===== config.mk =====
export PLATFORM = sky130hd
export DESIGN_NAME = fmul_opq
export DESIGN_NICKNAME = d
export VERILOG_FILES = /design/src/rtl/fpu_pkg.sv /design/src/rtl/fop_screen.sv /design/src/rtl/fmul_opq.sv
export SDC_FILE = /design/constraint.sdc
export NUM_CORES = 1
export LEC_CHECK = 0
export BUFFER_PORTS_ARGS = -buffer_cell sky130_fd_sc_hd__buf_2
export CORE_MARGIN = 2
export CORE_UTILIZATION = 40
export CTS_CLUSTER_SIZE = 28
export DETAILED_ROUTE_END_ITERATION = 7
export HOLD_SLACK_MARGIN = 0.02
export PLACE_DENSITY = 0.6
export SETUP_SLACK_MARGIN = 0.1
export SLEW_MARGIN = 30
export SYNTH_ARGS = -nofsm -noshare
export SYNTH_HDL_FRONTEND = slang
export SYNTH_HIERARCHICAL = 1
export SYNTH_SLANG_ARGS = --single-unit

===== constraint.sdc =====
create_clock -name clk -period 9.65 [get_ports clk]
set_input_delay 1.4475 -clock clk [delete_from_list [all_inputs] [get_ports clk]]
set_output_delay 1.4475 -clock clk [all_outputs]
set_load 0.01 [all_outputs]

===== src/rtl/fpu_pkg.sv =====
// Shared FPU types: IEEE-754 single-precision field widths and the operand-pair record.
// fop_t holds one queued multiply: both operands, destination tag and zero-operand hint.
// Pure declarations, no logic.
package fpu_pkg;
  localparam int FP_EXP_W  = 8;
  localparam int FP_MAN_W  = 23;
  localparam int FP_W      = 1 + FP_EXP_W + FP_MAN_W;
  localparam int FPU_TAG_W = 5;

  typedef struct packed {
    logic [FP_W-1:0]      x1;
    logic [FP_W-1:0]      x2;
    logic [FPU_TAG_W-1:0] tag;
    logic                 zero;
  } fop_t;
endpackage


===== src/rtl/fop_screen.sv =====
// Operand screen for fmul: flushes zero-exponent operands to signed zero and flags them.
// Latency: purely combinational. Backpressure: none, sits on the enqueue path only.
// FMUL_OPQ_FTZ_EN enables screening; without it operands pass through and zero is 0.
module fop_screen
  import fpu_pkg::*;
(
  input  logic [FP_W-1:0] i_x1,
  input  logic [FP_W-1:0] i_x2,
  output logic [FP_W-1:0] o_x1,
  output logic [FP_W-1:0] o_x2,
  output logic            o_zero
);
`ifdef FMUL_OPQ_FTZ_EN
  logic w_z1;
  logic w_z2;

  // A zero exponent field covers both true zero and denormals; fmul handles neither.
  assign w_z1   = (i_x1[FP_W-2 -: FP_EXP_W] == '0);
  assign w_z2   = (i_x2[FP_W-2 -: FP_EXP_W] == '0);
  assign o_x1   = w_z1 ? {i_x1[FP_W-1], {(FP_W-1){1'b0}}} : i_x1;
  assign o_x2   = w_z2 ? {i_x2[FP_W-1], {(FP_W-1){1'b0}}} : i_x2;
  assign o_zero = w_z1 | w_z2;
`else
  assign o_x1   = i_x1;
  assign o_x2   = i_x2;
  assign o_zero = 1'b0;
`endif
endmodule


===== src/rtl/fmul_opq.sv =====
// Operand queue feeding fmul: head pair in an output register, the rest in a circular buffer.
// Latency: enqueue into an empty queue is visible one cycle later; 1 pair/cycle streaming.
// Backpressure: in_ready drops only when all DEPTH entries are held; no full pass-through.
// FMUL_OPQ_FTZ_EN selects flush-to-zero screening and a live out_zero hint.
module fmul_opq
  import fpu_pkg::*;
#(
  parameter int DEPTH = 4,
  parameter int TAG_W = 5   // must match FPU_TAG_W, the tag width stored in fop_t
) (
  input  logic                     clk,
  input  logic                     rst,
  input  logic                     flush,
  input  logic                     in_valid,
  output logic                     in_ready,
  input  logic [FP_W-1:0]          in_x1,
  input  logic [FP_W-1:0]          in_x2,
  input  logic [TAG_W-1:0]         in_tag,
  output logic                     out_valid,
  input  logic                     out_ready,
  output logic [FP_W-1:0]          out_x1,
  output logic [FP_W-1:0]          out_x2,
  output logic [TAG_W-1:0]         out_tag,
  output logic                     out_zero,
  output logic [$clog2(DEPTH):0]   count
);
  localparam int CW    = $clog2(DEPTH) + 1;
  localparam int BUF_N = DEPTH - 1;
  localparam int PW    = (BUF_N > 1) ? $clog2(BUF_N) : 1;
  localparam logic [PW-1:0] PTR_LAST = PW'(BUF_N - 1);

  // Buffer pointers wrap at BUF_N, which need not be a power of two.
  function automatic logic [PW-1:0] f_ptr_inc(input logic [PW-1:0] p);
    return (p == PTR_LAST) ? '0 : p + 1'b1;
  endfunction

  fop_t            r_head;
  fop_t            r_mem [BUF_N];
  logic [PW-1:0]   r_wptr;
  logic [PW-1:0]   r_rptr;
  logic [CW-1:0]   r_count;

  logic [FP_W-1:0] w_sx1;
  logic [FP_W-1:0] w_sx2;
  logic            w_szero;
  fop_t            w_new;
  logic            w_enq;
  logic            w_deq;
  logic            w_buf_has;
  logic            w_head_from_buf;
  logic            w_head_from_in;
  logic            w_buf_wr;

  fop_screen u_screen (
    .i_x1   (in_x1),
    .i_x2   (in_x2),
    .o_x1   (w_sx1),
    .o_x2   (w_sx2),
    .o_zero (w_szero)
  );

  assign w_new = {w_sx1, w_sx2, in_tag, w_szero};

  // The head register is loaded whenever anything is queued, so occupancy alone gives valid.
  assign out_valid = (r_count != '0);
  assign in_ready  = (r_count < CW'(DEPTH)) && !rst;
  assign w_enq     = in_valid && in_ready;
  assign w_deq     = out_valid && out_ready;
  assign w_buf_has = (r_count > CW'(1));

  // Head refills from the buffer first; a new pair goes straight to the head only when
  // nothing else is ahead of it, otherwise it lands in the buffer.
  assign w_head_from_buf = w_deq && w_buf_has;
  assign w_head_from_in  = w_enq && (!out_valid || (w_deq && !w_buf_has));
  assign w_buf_wr        = w_enq && !w_head_from_in;

  assign out_x1   = r_head.x1;
  assign out_x2   = r_head.x2;
  assign out_tag  = r_head.tag;
  assign out_zero = r_head.zero;
  assign count    = r_count;

  // Head register: holds steady unless a dequeue or a fill-from-empty happens.
  always_ff @(posedge clk) begin
    if (rst) begin
      r_head <= '0;
    end else if (!flush) begin
      if (w_head_from_buf)
        r_head <= r_mem[r_rptr];
      else if (w_head_from_in)
        r_head <= w_new;
    end
  end

  // Buffer storage: data only, occupancy is tracked by count and pointers.
  always_ff @(posedge clk) begin
    if (w_buf_wr && !flush)
      r_mem[r_wptr] <= w_new;
  end

  // Occupancy and pointers; flush wins over any same-cycle enqueue/dequeue.
  always_ff @(posedge clk) begin
    if (rst || flush) begin
      r_count <= '0;
      r_wptr  <= '0;
      r_rptr  <= '0;
    end else begin
      if (w_buf_wr)
        r_wptr <= f_ptr_inc(r_wptr);
      if (w_head_from_buf)
        r_rptr <= f_ptr_inc(r_rptr);
      case ({w_enq, w_deq})
        2'b10:   r_count <= r_count + CW'(1);
        2'b01:   r_count <= r_count - CW'(1);
        default: r_count <= r_count;
      endcase
    end
  end
endmodule


==> metrics.csv <==
stage,metric,value,unit
cts,postCtsHoldBufs,0,
timing,relSlewSlack,37.83,%
floorplan,initial_core_util,40.67,%
layout,fillers,2831,
timing,whs,499.1,ps
drt,wl_per_cell,21.09,um
setup_path,end_kind,flip-flop,
cts,clockBufferDepth,3,
drt,vias,8079,
yosys,async_flop_share,0,%
setup_path,critical_path.max_fanout,71,
layout,layout-drive-gt1-share,28.19,%
grt,grt_pass1_vias,7829,
timing,hold_viol,0,
yosys,synth_cell_types,36,
cts,cts_root_buffer,clkbuf_16,
yosys,synth_edf_count,210,
floorplan,dieArea,0.03362,mm^2
run_status,outcome,"complete, no violations",
drt,drt_pass1_iterations,5,
pwr,p_leak,4.487,nW
yosys,synth_fp_nets,1065,
floorplan,die_w,183.3,um
yosys,synthMuxAreaShare,5.689,%
cts,cts_tree,yes,
cts,numCtsBuffers,31,
yosys,netlist_area,0.01287,mm^2
cts,ctsHtreeMaxLevel,1,
timing,fmax,0.2422,GHz
worst_hold_path,min_path_type,reg2reg,
pwr,vdd_ir_drop_max,0.1198,mV
drt,routed_wl,30660,um
setup_path,cp-start-kind,input port,
placed_design,port_buffers,148,
floorplan,num_io_pins,149,
placed_design,place_hpwl,16270,um
placed_design,place_congestion,0.7570,
yosys,ys.flop_type,edfxtp_1,
yosys,ys_seq_elements,289,
cts,cts_resized,0,
grt,antenna_found_initial,6,
cts,cts_sinks,289,
yosys,avgSynthCellArea,13.05,um^2
drt,ant_nets,0,
grt,grt_max_degree,81,
placed_design,dp_cells,1394,
yosys,yosys_warnings,6,
yosys,synth-adder-area-share,0.4862,%
drt,drc,0,
pwr,powerDensity,190.9,mW/mm^2
grt,grt_pass1_wl,46780,um
timing,setup_tns,0,ps
timing,setup_viol,0,
floorplan,core,0.03164,mm^2
setup_path,crit_arrival,4510,ps
timing,fin_worst_skew,7.421,ps
grt,grt_usage,17.95,%
layout,multi_input_area,0.003985,mm^2
layout,register_area,0.007895,mm^2
floorplan,die_h,183.3,um
yosys,synth_xor_area_share,0.1361,%
setup_path,cp_data_required_time,10030,ps
yosys,synth-compound-area-share,18.55,%
timing,worst_slew_pin_slew,932.6,ps
cts,clk_pin_slew,60,ps
drt,vias_per_cell,5.556,
timing,finalMaxSlewViolations,0,
yosys,synthSimpleGateAreaFrac,5.679,%
cts,clock_latency,540,ps
floorplan,std_cell_rows,65,
timing,finalCritPeriodShare,42.79,%
placed_design,placed_area,0.01328,mm^2
timing,min_period,4129,ps
yosys,seq_area_frac_synth,61.31,%
run,drv_cap,0,
yosys,netlist_instances,986,
grt,overflow,0,
timing,rsz0062_at_grt,false,
drt,drt_iter0_drc,584,
layout,final_cells,1454,
layout,stdcell_area,0.01435,mm^2
setup_path,path_class,in2reg,
yosys,synth_top_family_by_area,compound AO/OA/AOI/OAI gates,
layout,area_delta_synth_final,11.49,%
cts,post-cts-setup-buffer-count,0,
layout,fin_nets,1105,
area by class of cell:
| type | count | area share [%] |
|---|---|---|
| sequential | 289 | 55.04 |
| antenna | 2 | 0.03489 |
| clock buffer | 45 | 6.263 |
| tap | 402 | 3.506 |
| inverter | 3 | 0.07850 |
| clock inverter | 12 | 0.9594 |
| timing repair buffer | 166 | 6.341 |
| multi-input combinational | 535 | 27.78 |
per-stage QoR:
| step | power, mW | util [%] | setup slack [ps] |
|---|---|---|---|
| floorplan | 1.533 | - | 235.9 |
| global placement | 1.576 | 41.91 | 4947 |
| detailed placement | 1.580 | 41.99 | 4898 |
| CTS | 2.767 | 45.26 | 5483 |
| global route | 2.835 | 45.34 | 5393 |
| finish | 2.739 | 45.34 | 5521 |
power by group:
group / total [mW] / leakage [nW] / switching (mW) / internal (mW)
Clock: 1.19 / 0.508 / 0.464 / 0.721
Sequential: 1.37 / 2.53 / 0.0162 / 1.35
Combinational: 0.186 / 1.44 / 0.120 / 0.0659
Total: 2.74 / 4.49 / 0.600 / 2.14
cell families after synthesis:
family | count (synthesis)
compound gates | 294
xor+xnor | 2
fa+ha+maj | 5
buf+inv | 162
flops | 289
mux | 73
other cells | 1
simple gates | 160
per-layer routing:
| metal | GRT usage [%] | vias to the layer above | part of all wire, % |
|---|---|---|---|
| met3 | 3.515 | 44 | 6.0 |
| met1 | 25.86 | 4004 | 47 |
| li1 | - | 3802 | - |
| met5 | 0 | - | 0.15 |
| met4 | 4.416 | 8 | 1.8 |
| met2 | 27.94 | 221 | 46 |
final timing paths:
kind	slack, ps	end	from	cells after the start
worst max-delay path	5520	out_x2[28]	rst	7
worst min-delay path	500	flip-flop	r_rptr[1]	2
worst max register to register	6050	out_x2[28]	count[1]	8
worst min register to register	500	flip-flop	r_rptr[1]	2
synth_stat cells, types with 7 or more instances:
cell type	instances	area (um^2)
a211oi_1	71	533.0
a311oi_2	70	1051
buf_12	8	160.2
buf_2	8	40.04
buf_4	65	488.0
buf_6	7	78.83
clkbuf_1	68	255.2
dfxtp_1	79	1582
edfxtp_1	210	6306
mux2i_1	72	720.7
nand2_1	71	266.5
nand3_1	70	350.3
o21ai_0	143	715.7
registers in the layout (all words and copies together), names as in the netlist, named ones only:
signal,flops
r_mem,210
out_x2,32
out_x1,32
out_tag,5
out_zero,1
r_wptr,2
count,3
r_rptr,2
cells in the final DEF (no fill, tap or decap), types with 3 or more instances in the layout:
cell       Yosys  final
bufinv_16      0      3
o21ai_0      143    143
dfxtp_1       79     77
a21oi_1        4      4
clkinv_1       0      3
nand2_1       71     71
clkbuf_1      68      7
a311oi_2      70     70
ha_1           5      5
clkbuf_16      0     31
buf_2          8    146
buf_4         65     17
nand3_1       70     70
edfxtp_1     210    210
clkbuf_8       0      7
a211oi_1      71     71
nor2_1         6      5
clkinv_2       0      4
mux2i_1       72     72
critical path: stages:
cell      delay [ps]
buf_4            210
or3b_4           440
a211oi_4         210
buf_4            750
a21o_4           540
buf_4            680
a311oi_2         200
Power figures use the tool's default switching activity.
